File: src/rtl/alu_exec_pkg.sv
// Shared constants and types for the ALU execution controller.
// Optional multiply support is compiled in with ALU_EXEC_MUL_EN.
package alu_exec_pkg;
  localparam logic [3:0] OP_AND = 4'd0;
  localparam logic [3:0] OP_OR  = 4'd1;
  localparam logic [3:0] OP_ADD = 4'd2;
  localparam logic [3:0] OP_SUB = 4'd3;
  localparam logic [3:0] OP_SLT = 4'd4;
  localparam logic [3:0] OP_CMP = 4'd5;
  localparam logic [3:0] OP_MUL = 4'd6;

  localparam logic [2:0] ALU_AND = 3'b000;
  localparam logic [2:0] ALU_OR  = 3'b001;
  localparam logic [2:0] ALU_ADD = 3'b010;

  localparam int FLAG_Z = 3;
  localparam int FLAG_N = 2;
  localparam int FLAG_C = 1;
  localparam int FLAG_V = 0;

  typedef enum logic [1:0] {
    S_IDLE = 2'd0,
    S_EXEC = 2'd1,
`ifdef ALU_EXEC_MUL_EN
    S_DONE = 2'd2,
    S_MUL  = 2'd3
`else
    S_DONE = 2'd2
`endif
  } state_t;

  typedef enum logic [2:0] {
    K_LOGIC,
    K_ARITH,
    K_SLT,
    K_MUL,
    K_ILL
  } kind_t;

  function automatic logic [3:0] mk_flags(
    input logic z,
    input logic n,
    input logic c,
    input logic v
  );
    logic [3:0] f;
    f = '0;
    f[FLAG_Z] = z;
    f[FLAG_N] = n;
    f[FLAG_C] = c;
    f[FLAG_V] = v;
    return f;
  endfunction
endpackage

File: src/rtl/alu_exec_ctrl_if.sv
// Request/result handshake bundle between a requester and the controller.
// Signal set is independent of ALU_EXEC_MUL_EN.
interface alu_exec_ctrl_if;
  logic        op_valid;
  logic        op_ready;
  logic [3:0]  opcode;
  logic [15:0] src_a;
  logic [15:0] src_b;
  logic        res_valid;
  logic        res_ready;
  logic [15:0] res_data;
  logic        res_err;

  modport master (
    output op_valid, opcode, src_a, src_b, res_ready,
    input  op_ready, res_valid, res_data, res_err
  );

  modport slave (
    input  op_valid, opcode, src_a, src_b, res_ready,
    output op_ready, res_valid, res_data, res_err
  );
endinterface

File: src/rtl/alu_exec_decode.sv
// Combinational opcode decoder: ALU operation, b-negate and result kind.
// Opcode 6 decodes as multiply only when ALU_EXEC_MUL_EN is defined.
module alu_exec_decode
  import alu_exec_pkg::*;
(
  input  logic [3:0] opcode,
  output logic [2:0] alu_op,
  output logic       bneg,
  output kind_t      kind
);
  always_comb begin
    alu_op = ALU_AND;
    bneg   = 1'b0;
    kind   = K_ILL;
    unique case (1'b1)
      (opcode == OP_AND): kind = K_LOGIC;
      (opcode == OP_OR): begin
        alu_op = ALU_OR;
        kind   = K_LOGIC;
      end
      (opcode == OP_ADD): begin
        alu_op = ALU_ADD;
        kind   = K_ARITH;
      end
      (opcode == OP_SUB),
      (opcode == OP_CMP): begin
        alu_op = ALU_ADD;
        bneg   = 1'b1;
        kind   = K_ARITH;
      end
      (opcode == OP_SLT): begin
        alu_op = ALU_ADD;
        bneg   = 1'b1;
        kind   = K_SLT;
      end
`ifdef ALU_EXEC_MUL_EN
      (opcode == OP_MUL): begin
        alu_op = ALU_ADD;
        kind   = K_MUL;
      end
`endif
      default: kind = K_ILL;
    endcase
  end
endmodule

File: src/rtl/alu_exec_ctrl.sv
// Sequencer driving an external 16-bit ALU; handshaked ops in, results out.
// Define ALU_EXEC_MUL_EN to add the 16-cycle shift-add multiply.
module alu_exec_ctrl
  import alu_exec_pkg::*;
(
  input  logic           clk,
  input  logic           rst_n,
  alu_exec_ctrl_if.slave io,
  output logic [15:0]    alu_a,
  output logic [15:0]    alu_b,
  output logic           alu_bnegate,
  output logic [2:0]     alu_operation,
  input  logic [15:0]    alu_result,
  input  logic           alu_zero,
  input  logic           alu_overflow,
  input  logic           alu_carry,
  output logic [3:0]     flags
);
  state_t      state;
  logic [3:0]  op_q;
  logic [15:0] a_q;
  logic [15:0] b_q;
  logic [2:0]  dec_op;
  logic        dec_bneg;
  kind_t       dec_kind;
  logic [15:0] slt_res;

  alu_exec_decode u_dec (
    .opcode (op_q),
    .alu_op (dec_op),
    .bneg   (dec_bneg),
    .kind   (dec_kind)
  );

  assign io.op_ready = (state == S_IDLE);
  assign slt_res = {15'b0, alu_result[15] ^ alu_overflow};

`ifdef ALU_EXEC_MUL_EN
  logic [15:0] acc;
  logic [3:0]  cnt;
  logic [15:0] mul_next;
  // During MUL, a_q is the shifted multiplicand, b_q the shifted multiplier
  assign mul_next = b_q[0] ? alu_result : acc;
`endif

  always_comb begin
    alu_a         = '0;
    alu_b         = '0;
    alu_bnegate   = 1'b0;
    alu_operation = ALU_AND;
    unique case (state)
      S_EXEC: begin
        alu_a         = a_q;
        alu_b         = b_q;
        alu_bnegate   = dec_bneg;
        alu_operation = dec_op;
      end
`ifdef ALU_EXEC_MUL_EN
      S_MUL: begin
        if (b_q[0]) begin
          alu_a         = acc;
          alu_b         = a_q;
          alu_operation = ALU_ADD;
        end
      end
`endif
      default: ;
    endcase
  end

  always_ff @(posedge clk) begin
    if (!rst_n) begin
      state        <= S_IDLE;
      op_q         <= '0;
      a_q          <= '0;
      b_q          <= '0;
      io.res_valid <= 1'b0;
      io.res_data  <= '0;
      io.res_err   <= 1'b0;
      flags        <= '0;
`ifdef ALU_EXEC_MUL_EN
      acc          <= '0;
      cnt          <= '0;
`endif
    end else begin
      unique case (state)
        S_IDLE: begin
          if (io.op_valid) begin
            op_q  <= io.opcode;
            a_q   <= io.src_a;
            b_q   <= io.src_b;
            state <= S_EXEC;
`ifdef ALU_EXEC_MUL_EN
            if (io.opcode == OP_MUL) begin
              state <= S_MUL;
              acc   <= '0;
              cnt   <= '0;
            end
`endif
          end
        end
        S_EXEC: begin
          state      <= S_DONE;
          io.res_err <= 1'b0;
          unique case (dec_kind)
            K_LOGIC: begin
              io.res_data <= alu_result;
              flags <= mk_flags(alu_zero,
                alu_result[15], 1'b0, 1'b0);
            end
            K_ARITH: begin
              io.res_data <= alu_result;
              flags <= mk_flags(alu_zero,
                alu_result[15], alu_carry,
                alu_overflow);
            end
            K_SLT: begin
              io.res_data <= slt_res;
              flags <= mk_flags(slt_res == '0,
                slt_res[15], alu_carry,
                alu_overflow);
            end
            default: begin
              io.res_data <= '0;
              io.res_err  <= 1'b1;
            end
          endcase
        end
`ifdef ALU_EXEC_MUL_EN
        S_MUL: begin
          acc <= mul_next;
          a_q <= a_q << 1;
          b_q <= b_q >> 1;
          cnt <= cnt + 4'd1;
          if (cnt == 4'd15) begin
            state       <= S_DONE;
            io.res_data <= mul_next;
            io.res_err  <= 1'b0;
            flags <= mk_flags(mul_next == '0,
              mul_next[15], 1'b0, 1'b0);
          end
        end
`endif
        S_DONE: begin
          // First DONE cycle raises valid; handshake only counts after that
          if (!io.res_valid) begin
            io.res_valid <= 1'b1;
          end else if (io.res_ready) begin
            io.res_valid <= 1'b0;
            state        <= S_IDLE;
          end
        end
        default: state <= S_IDLE;
      endcase
    end
  end
endmodule

File: src/flat_wrapper.sv
// flat-port wrapper written by rule: the top's interface ports become plain ports
module alu_exec_ctrl_flat import alu_exec_pkg::*;
  (clk, rst_n, alu_a, alu_b, alu_bnegate, alu_operation, alu_result, alu_zero, alu_overflow, alu_carry, flags, io_op_valid, io_opcode, io_src_a, io_src_b, io_res_ready, io_op_ready, io_res_valid, io_res_data, io_res_err);
  alu_exec_ctrl_if io_i ();
  input  logic clk;
  input  logic rst_n;
  output logic [15:0] alu_a;
  output logic [15:0] alu_b;
  output logic alu_bnegate;
  output logic [2:0] alu_operation;
  input  logic [15:0] alu_result;
  input  logic alu_zero;
  input  logic alu_overflow;
  input  logic alu_carry;
  output logic [3:0] flags;
  input wire logic [$bits(io_i.op_valid)-1:0] io_op_valid;
  input wire logic [$bits(io_i.opcode)-1:0] io_opcode;
  input wire logic [$bits(io_i.src_a)-1:0] io_src_a;
  input wire logic [$bits(io_i.src_b)-1:0] io_src_b;
  input wire logic [$bits(io_i.res_ready)-1:0] io_res_ready;
  output wire logic [$bits(io_i.op_ready)-1:0] io_op_ready;
  output wire logic [$bits(io_i.res_valid)-1:0] io_res_valid;
  output wire logic [$bits(io_i.res_data)-1:0] io_res_data;
  output wire logic [$bits(io_i.res_err)-1:0] io_res_err;
  assign io_i.op_valid = io_op_valid;
  assign io_i.opcode = io_opcode;
  assign io_i.src_a = io_src_a;
  assign io_i.src_b = io_src_b;
  assign io_i.res_ready = io_res_ready;
  assign io_op_ready = io_i.op_ready;
  assign io_res_valid = io_i.res_valid;
  assign io_res_data = io_i.res_data;
  assign io_res_err = io_i.res_err;
  alu_exec_ctrl u_core (.clk(clk), .rst_n(rst_n), .io(io_i), .alu_a(alu_a), .alu_b(alu_b), .alu_bnegate(alu_bnegate), .alu_operation(alu_operation), .alu_result(alu_result), .alu_zero(alu_zero), .alu_overflow(alu_overflow), .alu_carry(alu_carry), .flags(flags));
endmodule
File: config.mk
export PLATFORM = sky130hd
export DESIGN_NAME = alu_exec_ctrl_flat
export DESIGN_NICKNAME = d
export VERILOG_FILES = /design/src/rtl/alu_exec_pkg.sv /design/src/rtl/alu_exec_ctrl_if.sv /design/src/rtl/alu_exec_decode.sv /design/src/rtl/alu_exec_ctrl.sv /design/src/flat_wrapper.sv
export SDC_FILE = /design/constraint.sdc
export NUM_CORES = 1
export LEC_CHECK = 0
export ABC_AREA = 1
export CAP_MARGIN = 5
export CORE_ASPECT_RATIO = 0.9
export CORE_UTILIZATION = 45
export CTS_CLUSTER_SIZE = 10
export DETAILED_ROUTE_END_ITERATION = 8
export PLACE_DENSITY = 0.86
export SETUP_SLACK_MARGIN = 0.5
export SLEW_MARGIN = 5
export SYNTH_ARGS = -nofsm -noshare
export SYNTH_HDL_FRONTEND = slang
export SYNTH_SLANG_ARGS = --single-unit
File: constraint.sdc
create_clock -name clk -period 3.45 [get_ports clk]
set_input_delay 0.69 -clock clk [delete_from_list [all_inputs] [get_ports clk]]
set_output_delay 0.69 -clock clk [all_outputs]
set_load 0.01 [all_outputs]
==> impl_summary.txt, run 1 <==
----------------------------------------------------
[Drt]
  DR vias ... 2537
  Antenna Violating Nets Remaining ... 0
  Pre-antenna DRT Iters ... 4
  Final wirelength ... 6.51 mm
  DRC violations left ... 0
  Via density per instance ... 4.85
  Routed length per placed instance ... 12.4 um
  Detailed router's first-iteration violation count ... 101

[Final layout]
  Fraction of final layout cells with drive strength greater than 1 ... 11.0%
  Net count of the finished layout ... 513
  Commonest cells after routing, fill and taps aside ... 115 x sky130_fd_sc_hd__clkdlybuf4s50_1, 60 x sky130_fd_sc_hd__dfxtp_1, 51 x sky130_fd_sc_hd__nor2_1
  Area of the multi-input gates ... 0.00109 mm^2
  Diodes inserted ... 0
  Area growth from synthesis to layout ... 51.6%
  Commonest non-fill, non-tap cell in the layout ... sky130_fd_sc_hd__clkdlybuf4s50_1
  Layout filler cell count ... 437
  Area used by sequential logic in the layout ... 0.00120 mm^2

[Clocking]
  Clock tree from TritonCTS ... built
  Number of buffers created by CTS ... 9
  Buffer count from post-CTS setup fixing ... 0
  Post-CTS Hold Fix Bufs ... 0
  Clock Sinks ... 60
  CTS Buffer Depth ... 2
  Root cell of the clock tree ... sky130_fd_sc_hd__clkbuf_8
  Insertion delay of the later-clocked pin in the worst-skew pair ... 0.34 ns
  Level count of the clock H-tree ... 3
  Post-CTS Resized ... 0
  Clock Pin Slew Worst Setup and Hold Paths ... 0.06 ns

[STA]
  Setup-failing EPs final ... 0
  Unrepaired setup endpoints after global routing ... no
  Number of hold-slack violations in the final timing report ... 0
  Minimum clock period ... 2.70 ns
  Hold WS ... 0.452 ns
  Tightest slew margin relative to the limit ... 41.7%
  Setup skew after layout ... 0.00524 ns
  Achievable frequency ... 0.370 GHz
  Setup TNS ... 0 ns
  Final slew viol count ... 0
  Slew at the pin closest to its max-slew limit ... 0.875 ns
  Final Cycle Share ... 78.2%

[Synthesis]
  Cell area after technology mapping ... 0.00261 mm^2
  Yosys cell types ... 23
  Proportion of synthesized chip area in sequential cells ... 46.0%
  Syn_area_per_cell ... 7.57 um^2
  Synthesis Warnings ... 0
  Post-Syn Nets ... 407
  Total of flip-flops plus latches after synthesis ... 60
  Cells after Synth ... 345

[Worst setup path]
  Critical path launch point type ... flip-flop
  Maximum single-stage delay on the critical path ... 0.55 ns
  Crit Path Class ... flip-flop to output pin
  CP Data Required Time ... 2.76 ns
  Cell breakdown of the critical path ... inv_2 > nor2_4 > buf_4 > nand2_1 > nor2_1 > clkdlybuf4s50_1
  Critical-path top delay cell ... sky130_fd_sc_hd__clkdlybuf4s50_1
  Crit path arrival time ... 2.01 ns
  Maximum net fanout on the critical path ... 40
  Critical Path End Type ... output pin

[Floorplanning]
  Die boundary height ... 74.3 um
  Num ports ... 118
  Starting density of the core ... 48.2%
  Die W ... 82.3 um
  Core Footprint ... 0.00541 mm^2
  # rows ... 25
  Area enclosed by the die boundary ... 0.00611 mm^2

[GRT]
  GRT Total Usage ... 22.1%
  Maximum number of pins on one net before global-route repair ... 73
  Overall overflow remaining after global route ... 0
  Vias in the first global route ... 2321
  First-pass GRT wire length ... 10.1 mm
  Number of antenna violations at the first check in global routing ... 0

[Place]
  Number of buffer cells added on primary ports ... 116
  Detailed Place HPWL ... 4.44 mm
  Routability cong. ... 0.792

[Worst hold path]
  Path category of the worst min-delay check ... flip-flop to flip-flop

[Run status]
  Outcome ... finished, final reports clean

[Power]
  Worst vdd rail ir drop ... 0.295 mV
  Power per cell area ... 478 mW/mm^2
  Standby leakage power ... 1.56 nW

[Flow run]
  Count of maximum capacitance violations ... 0

----------------------------------------------------
cell usage after synthesis:
| cell | instances | share of area, % |
|---|---|---|
| sky130_fd_sc_hd__o21ai_0 | 47 | 9.0 |
| sky130_fd_sc_hd__nand2_4 | 3 | 1.3 |
| sky130_fd_sc_hd__o21a_1 | 1 | 0.29 |
| sky130_fd_sc_hd__buf_4 | 6 | 1.7 |
| sky130_fd_sc_hd__dfxtp_1 | 60 | 46 |
| sky130_fd_sc_hd__buf_2 | 11 | 2.1 |
| sky130_fd_sc_hd__inv_1 | 45 | 6.5 |
| sky130_fd_sc_hd__o21ai_1 | 7 | 1.3 |
| sky130_fd_sc_hd__a21oi_2 | 11 | 3.7 |
| sky130_fd_sc_hd__nand2_1 | 23 | 3.3 |
| sky130_fd_sc_hd__nand2_2 | 12 | 2.9 |
| sky130_fd_sc_hd__ha_1 | 3 | 1.4 |
| sky130_fd_sc_hd__buf_12 | 1 | 0.77 |
| sky130_fd_sc_hd__conb_1 | 1 | 0.14 |
| sky130_fd_sc_hd__nor2_1 | 51 | 7.3 |
| sky130_fd_sc_hd__a21oi_1 | 45 | 8.6 |
| sky130_fd_sc_hd__inv_4 | 1 | 0.24 |
| sky130_fd_sc_hd__nor2_4 | 1 | 0.43 |
| sky130_fd_sc_hd__inv_2 | 2 | 0.29 |
| sky130_fd_sc_hd__nor2_2 | 2 | 0.48 |
| sky130_fd_sc_hd__clkbuf_1 | 4 | 0.58 |
| sky130_fd_sc_hd__nor3_1 | 1 | 0.19 |
| sky130_fd_sc_hd__nand3_1 | 7 | 1.3 |
cells by family after synthesis:
kind of cell    after synthesis  share of synthesized area, %
compound gates              111                          23.0
simple gates                100                          17.3
buf+inv                      70                          12.2
flops                        60                          46.0
fa+ha+maj                     3                          1.44
other cells                   1                         0.144
report_power, final:
part | internal [W] | leakage, nW | switching, W
sequential | 0.000755 | 0.495 | 0.0000258
clock | 0.000463 | 0.122 | 0.000268
combinational | 0.000178 | 0.939 | 0.000203
final timing paths:
path	start	endpoint	slack [ns]	depth (start not counted)
worst max-delay path	u_core.state[0]$_SDFFE_PN0P_	alu_operation[0]	0.75	6
worst min-delay path	u_core.a_q[12]$_SDFFE_PN0P_	u_core.a_q[12]$_SDFFE_PN0P_	0.45	2
worst max register to register	u_core.op_q[2]$_SDFFE_PN0P_	u_core.flags[3]$_SDFFE_PN0P_	1.74	12
worst min register to register	u_core.a_q[12]$_SDFFE_PN0P_	u_core.a_q[12]$_SDFFE_PN0P_	0.45	2
sequential cells by signal, summed over array words and instances (netlist names):
signal and flops:
u_core.io.res_data 16, u_core.a_q 16, u_core.io.res_valid 1, u_core.io.res_err 1
u_core.flags 4, u_core.b_q 16, u_core.state 2, u_core.op_q 4
metrics by stage:
stage,std cells,setup WS (ns),util [%],instance area [um^2],total power (W)
after floorplan,345,1.70,-,2610,0.00103
after global placement,507,1.16,68.8,3720,0.00117
after detailed placement,507,1.12,68.8,3720,0.00118
after CTS,523,0.739,73.1,3960,0.00191
after global routing,523,0.579,73.1,3960,0.00198
final,523,0.751,73.1,3960,0.00189
final cells by class:
| type | instances | area share (%) |
|---|---|---|
| Clock inverter | 4 | 1.77 |
| Inverter | 48 | 4.62 |
| Multi-Input combinational cell | 215 | 27.6 |
| Clock buffer | 12 | 4.17 |
| Sequential cell | 60 | 30.4 |
| Timing Repair Buffer | 117 | 29.4 |
| Tap cell | 67 | 2.12 |
metal layers:
layer  track usage [%]  wire (um)  share of wire [%]
met4              5.85         55               0.84
met5                 0          0                  0
met2              39.6       3250                 50
met1              24.0       2720                 42
met3              9.20        486                7.5
critical path: cells and delay by family (launching register included):
family        cells  cell delay [ns]
flops             1             0.37
simple gates      3             0.30
buf+inv           3             1.00
(Power assumes the default switching activity.)
==> inputs of run 2 (changes only) <==
--- a/config.mk
+++ b/config.mk
@@ -8,10 +8,10 @@
 export ABC_AREA = 1
 export CAP_MARGIN = 5
 export CORE_ASPECT_RATIO = 0.9
-export CORE_UTILIZATION = 45
+export CORE_UTILIZATION = 37
 export CTS_CLUSTER_SIZE = 10
 export DETAILED_ROUTE_END_ITERATION = 8
-export PLACE_DENSITY = 0.86
+export PLACE_DENSITY = 0.75
 export SETUP_SLACK_MARGIN = 0.5
 export SLEW_MARGIN = 5
 export SYNTH_ARGS = -nofsm -noshare
==> constraint.sdc (replaced) <==
create_clock -name clk -period 2.35 [get_ports clk]
set_input_delay 0.47 -clock clk [delete_from_list [all_inputs] [get_ports clk]]
set_output_delay 0.47 -clock clk [all_outputs]
set_load 0.01 [all_outputs]
==> run 2 against run 1 <==
Against the previous run:
- worst hold slack lost 0.0041 ns
- wire length shrank 1.8%
- sequential cell count is the same
- die area grew 21%
- non-clock buffer count grew 7
- largest power group unchanged
==> impl_summary.txt, run 2 (synthesis gave the netlist of run 1 again) <==
----------------------------------------------------
[Final layout]
  Commonest cells after routing, fill and taps aside ... 79 x sky130_fd_sc_hd__clkdlybuf4s50_1, 56 x sky130_fd_sc_hd__dfxtp_1, 47 x sky130_fd_sc_hd__o21ai_0
  Top Registers ... u_core.a_q (16), u_core.b_q (16), u_core.io.res_data (16)
  Area growth from synthesis to layout ... 49.6%
  Final core area utilization ... 58.3%
  Commonest non-fill, non-tap cell in the layout ... sky130_fd_sc_hd__clkdlybuf4s50_1
  Layout filler cell count ... 611
  Fraction of final layout cells with drive strength greater than 1 ... 23.6%
  Area of the multi-input gates ... 0.00115 mm^2
  Diodes inserted ... 0
  Net count of the finished layout ... 520
  Area used by sequential logic in the layout ... 0.00121 mm^2

[Worst setup path]
  Depth of the worst register-to-register path ... 13
  Crit path arrival time ... 1.37 ns
  Setup crit start ... u_core.op_q[1]$_SDFFE_PN0P_
  CP Data Required Time ... 1.88 ns
  Maximum net fanout on the critical path ... 4
  Setup slack of the most critical reg-to-reg path ... 0.56 ns
  Critical-path top delay cell ... sky130_fd_sc_hd__dfxtp_2
  Maximum single-stage delay on the critical path ... 0.34 ns
  R2r startpoint ... u_core.op_q[1]$_SDFFE_PN0P_
  Critical path launch point type ... flip-flop
  Destination of the critical timing path ... alu_bnegate
  Critical Path End Type ... output pin
  Reg-to-reg endpoint ... u_core.flags[0]$_SDFFE_PN0P_
  Crit Path Class ... flip-flop to output pin
  Cell breakdown of the critical path ... nor3_2 > inv_1 > a21oi_2 > o21a_1 > buf_2

[STA]
  Slew at the pin closest to its max-slew limit ... 0.633 ns
  Minimum clock period ... 1.84 ns
  Final slew viol count ... 0
  Setup skew after layout ... 0.00903 ns
  Number of hold-slack violations in the final timing report ... 0
  Final Cycle Share ... 78.3%
  Setup-failing EPs final ... 0
  Setup TNS ... 0 ns
  Achievable frequency ... 0.544 GHz
  Unrepaired setup endpoints after global routing ... yes
  Tightest slew margin relative to the limit ... 57.8%

[GRT]
  Maximum number of pins on one net before global-route repair ... 73
  Overall overflow remaining after global route ... 0
  Vias in the first global route ... 2442
  GRT Total Usage ... 18.2%
  Number of antenna violations at the first check in global routing ... 0
  First-pass GRT wire length ... 10.6 mm

[Clocking]
  Insertion delay of the later-clocked pin in the worst-skew pair ... 0.33 ns
  Clock Sinks ... 60
  Level count of the clock H-tree ... 3
  CTS Buffer Depth ... 2
  Clock tree from TritonCTS ... built
  Clock Pin Slew Worst Setup and Hold Paths ... 0.07 ns
  Number of buffers created by CTS ... 9
  Root cell of the clock tree ... sky130_fd_sc_hd__clkbuf_8
  Post-CTS Hold Fix Bufs ... 0

[Power]
  Worst vdd rail ir drop ... 0.367 mV
  Standby leakage power ... 1.65 nW
  Power per cell area ... 646 mW/mm^2

[Drt]
  DR vias ... 2554
  Final wirelength ... 6.39 mm
  Detailed route wirelength on metal2 ... 3.15 mm
  Met3 Wirelength ... 349 um
  DRC violations left ... 0
  Via density per instance ... 4.63
  Top layer reached by signal wires ... met4
  Pre-antenna DRT Iters ... 4
  Routed length per placed instance ... 11.6 um
  Antenna Violating Nets Remaining ... 0
  Met1 layer wirelength in the final routing ... 2.82 mm
  Detailed router's first-iteration violation count ... 87

[Floorplanning]
  Core Footprint ... 0.00669 mm^2
  Die boundary height ... 81.7 um
  # rows ... 28
  Area enclosed by the die boundary ... 0.00739 mm^2
  Die W ... 90.5 um
  Num ports ... 118
  Starting density of the core ... 39.0%

[Place]
  Detailed Place HPWL ... 4.37 mm
  Number of buffer cells added on primary ports ... 116
  Routability cong. ... 0.808

[Flow run]
  Count of maximum capacitance violations ... 0

[Worst hold path]
  Path category of the worst min-delay check ... flip-flop to flip-flop

[Run status]
  Outcome ... finished, final reports clean

----------------------------------------------------
## run 2: changes by cell type in the layout (fill, tap and decap cells not counted), sizes merged
cell,delta
clkinv,+1
inv,-1
buf,+41
clkbuf,+2
bufinv,-2
clkdlybuf4s50,-36
dlygate4sd2,+1
## run 2: repair_timing
item,CTS,global route
gates resized for setup,145,26
setup buffers,2,2
endpoints found under the setup margin,36,55
pin swaps,2,8
cloned,0,0
## run 2: how the worst min path moves through the flow
stage                                       startpoint                           end  slack (ns)  cells past startpoint
after floorplan            u_core.b_q[15]$_SDFFE_PN0P_   u_core.b_q[15]$_SDFFE_PN0P_        0.43                      2
after global placement      u_core.b_q[1]$_SDFFE_PN0P_    u_core.b_q[1]$_SDFFE_PN0P_        0.44                      2
after detailed placement    u_core.a_q[5]$_SDFFE_PN0P_    u_core.a_q[5]$_SDFFE_PN0P_        0.44                      2
after CTS                   u_core.a_q[5]$_SDFFE_PN0P_    u_core.a_q[5]$_SDFFE_PN0P_        0.45                      2
after global routing        u_core.b_q[3]$_SDFFE_PN0P_    u_core.b_q[3]$_SDFFE_PN0P_        0.48                      2
final                     u_core.flags[2]$_SDFFE_PN0P_  u_core.flags[2]$_SDFFE_PN0P_        0.45                      2
## run 2: final cells by class
cell class,count,share of cell area (%)
Tap cell,90,2.88
Timing Repair Buffer,124,27.5
Sequential cell,60,31.0
Inverter,48,5.00
Multi-Input combinational cell,215,29.4
Clock inverter,2,0.256
Clock buffer,13,4.07
## run 2: stage by stage
step	instances	hold WS, ns	instance area (um^2)	setup slack, ns	total power [W]
global placement	533	0.438	3790	0.366	0.00172
finish	552	0.448	3900	0.510	0.00252
CTS	550	0.452	3840	0.318	0.00253
floorplan	345	0.429	2610	0.812	0.00151
global route	552	0.476	3900	0.400	0.00269
detailed placement	533	0.442	3790	0.312	0.00173
## run 2: worst max-delay path: cells and delay by family, from the launching register on
family,cells,cell delay (ns)
AOI/OAI and AO/OA,2,0.30
buffers and inverters,2,0.19
DFF,1,0.34
and+or+nand+nor,1,0.21
## run 2: routing by layer
metal | vias to the layer above | GRT usage (%)
met5 | - | 0
met4 | 0 | 6.45
met3 | 6 | 6.11
met2 | 71 | 32.0
met1 | 1161 | 20.9
li1 | 1316 | -
## run 2: power breakdown
part	total [W]	internal, W	leakage [nW]	switching (W)
registers	0.00114	0.00111	0.497	0.0000359
clock network	0.000791	0.000431	0.0893	0.000359
logic	0.000588	0.000273	1.07	0.000316
==> inputs of run 3 (changes only) <==
--- a/config.mk
+++ b/config.mk
@@ -8,10 +8,10 @@
 export ABC_AREA = 1
 export CAP_MARGIN = 5
 export CORE_ASPECT_RATIO = 0.9
-export CORE_UTILIZATION = 37
+export CORE_UTILIZATION = 41
 export CTS_CLUSTER_SIZE = 10
 export DETAILED_ROUTE_END_ITERATION = 8
-export PLACE_DENSITY = 0.75
+export PLACE_DENSITY = 0.79
 export SETUP_SLACK_MARGIN = 0.5
 export SLEW_MARGIN = 5
 export SYNTH_ARGS = -nofsm -noshare
==> constraint.sdc (replaced) <==
create_clock -name clk -period 1.8 [get_ports clk]
set_input_delay 0.36 -clock clk [delete_from_list [all_inputs] [get_ports clk]]
set_output_delay 0.36 -clock clk [all_outputs]
set_load 0.01 [all_outputs]
==> run 3 against run 2 <==
Against the previous run:
- sequential power increased by 32%
- sequential share of layout area shrank 4.8 points
- clock-buffer cell count is 2 lower
- core utilization increased by 17 points
- sequential cell count did not move
==> impl_summary.txt, run 3 (synthesis gave the netlist of run 1 again) <==
----------------------------------------------------
[Clocking]
  Root cell of the clock tree ... sky130_fd_sc_hd__clkbuf_8
  CTS Buffer Depth ... 2
  Clock Sinks ... 60
  Number of buffers created by CTS ... 9
  Clock Pin Slew Worst Setup and Hold Paths ... 0.06 ns
  Clock tree from TritonCTS ... built
  Level count of the clock H-tree ... 3
  Post-CTS Hold Fix Bufs ... 0
  Insertion delay of the later-clocked pin in the worst-skew pair ... 0.34 ns

[STA]
  Number of hold-slack violations in the final timing report ... 0
  Final slew viol count ... 0
  Setup skew after layout ... 0.00738 ns
  Hold WS ... 0.453 ns
  Achievable frequency ... 0.578 GHz
  Unrepaired setup endpoints after global routing ... yes
  Setup-failing EPs final ... 0
  Minimum clock period ... 1.73 ns
  Setup TNS ... 0 ns
  Final Cycle Share ... 96.2%

[Flow run]
  Count of maximum capacitance violations ... 0

[Place]
  Placed cell areas ... 0.00389 mm^2
  Routability cong. ... 0.832
  Number of buffer cells added on primary ports ... 116
  Detailed Place HPWL ... 4.82 mm

[Drt]
  Antenna Violating Nets Remaining ... 0
  Routed length per placed instance ... 16.7 um
  Pre-antenna DRT Iters ... 4
  Final wirelength ... 9.59 mm
  DRC violations left ... 0
  DR vias ... 2900
  Detailed router's first-iteration violation count ... 95
  Via density per instance ... 5.05

[Floorplanning]
  Core Footprint ... 0.00615 mm^2
  Die W ... 86.1 um
  Num ports ... 118
  # rows ... 27
  Die boundary height ... 77.7 um
  Starting density of the core ... 42.5%
  Area enclosed by the die boundary ... 0.00669 mm^2

[Final layout]
  Post-Layout Inst Area ... 0.00463 mm^2
  Area of the multi-input gates ... 0.00150 mm^2
  Top Registers ... u_core.a_q (16), u_core.b_q (16), u_core.io.res_data (16)
  Commonest cells after routing, fill and taps aside ... 57 x sky130_fd_sc_hd__clkdlybuf4s50_1, 53 x sky130_fd_sc_hd__dfxtp_1, 41 x sky130_fd_sc_hd__inv_1
  Layout filler cell count ... 444
  Final core area utilization ... 75.3%
  Commonest non-fill, non-tap cell in the layout ... sky130_fd_sc_hd__clkdlybuf4s50_1
  Diodes inserted ... 0
  Fraction of final layout cells with drive strength greater than 1 ... 44.6%
  Area growth from synthesis to layout ... 77.4%
  Net count of the finished layout ... 544
  Area used by sequential logic in the layout ... 0.00121 mm^2

[Power]
  Standby leakage power ... 1.98 nW
  Total Power Consumption ... 0.00383 W
  Power per cell area ... 827 mW/mm^2
  Worst vdd rail ir drop ... 0.591 mV

[Worst setup path]
  Maximum net fanout on the critical path ... 8
  Crit path arrival time ... 1.37 ns
  Setup crit start ... u_core.state[0]$_SDFFE_PN0P_
  Crit Path Class ... flip-flop to output pin
  CP Data Required Time ... 1.44 ns
  Critical path launch point type ... flip-flop
  Critical Path End Type ... output pin
  R2r startpoint ... u_core.op_q[1]$_SDFFE_PN0P_

[GRT]
  GRT Total Usage ... 24.1%
  Number of antenna violations at the first check in global routing ... 0
  Overall overflow remaining after global route ... 0
  Maximum number of pins on one net before global-route repair ... 60
  First-pass GRT wire length ... 12.4 mm
  Vias in the first global route ... 2654

[Run status]
  Outcome ... finished, final reports clean

[Worst hold path]
  Beginning of the worst hold path ... u_core.b_q[14]$_SDFFE_PN0P_
  Path category of the worst min-delay check ... flip-flop to flip-flop

----------------------------------------------------
## run 3: final timing paths
| path | slack, ns | to | depth (start not counted) |
|---|---|---|---|
| worst max-delay path | 0.07 | alu_a[2] | 6 |
| worst min-delay path | 0.45 | u_core.b_q[14]$_SDFFE_PN0P_ | 2 |
| worst max register to register | 0.18 | u_core.flags[0]$_SDFFE_PN0P_ | 12 |
| worst min register to register | 0.45 | u_core.b_q[14]$_SDFFE_PN0P_ | 2 |
## run 3: metal layers
layer	share of wire, %	track usage [%]	up-vias	routed length, um
li1	-	-	1380	-
met1	40	26.8	1375	3810
met2	50	42.1	122	4790
met3	7.0	8.51	23	667
met4	3.3	9.17	0	316
met5	0	0	-	0
## run 3: where the power goes
| group | leakage (nW) | total (W) | internal [W] | switching, W |
|---|---|---|---|---|
| registers | 0.498 | 0.00150 | 0.00145 | 0.0000550 |
| clock network | 0.0931 | 0.00116 | 0.000633 | 0.000530 |
| logic | 1.39 | 0.00116 | 0.000537 | 0.000626 |
## run 3: stage by stage
| step | worst slack, ns | std cells |
|---|---|---|
| 3_3_place_gp | 0.0374 | 536 |
| 2_1_floorplan | 0.367 | 345 |
| 4_1_cts | 0.105 | 559 |
| 6_report | 0.0689 | 574 |
| 5_1_grt | -0.00310 | 574 |
| 3_5_place_dp | -0.00126 | 536 |
## run 3: worst max-delay path: stages (launching register included)
cell	delay, ns
sky130_fd_sc_hd__dfxtp_2	0.34
sky130_fd_sc_hd__inv_2	0.05
sky130_fd_sc_hd__nor2_4	0.14
sky130_fd_sc_hd__inv_6	0.08
sky130_fd_sc_hd__buf_6	0.14
sky130_fd_sc_hd__nor2_1	0.12
sky130_fd_sc_hd__buf_2	0.16
## run 3: cell type report
cell class / instances / share of cell area (%)
clock buffers: 11 / 2.84
clock inverters: 5 / 1.14
inverters: 48 / 4.38
multi-input cells: 216 / 32.3
flip-flops and latches: 60 / 26.2
well taps: 87 / 2.35
repair buffers: 146 / 30.4
repair inverters: 1 / 0.351
## run 3: repair_timing
item	in CTS	in global routing
setup buffers	3	3
endpoints found under the setup margin	102	110
gates resized for setup	252	102
pin swaps	11	6
cloned	4	12
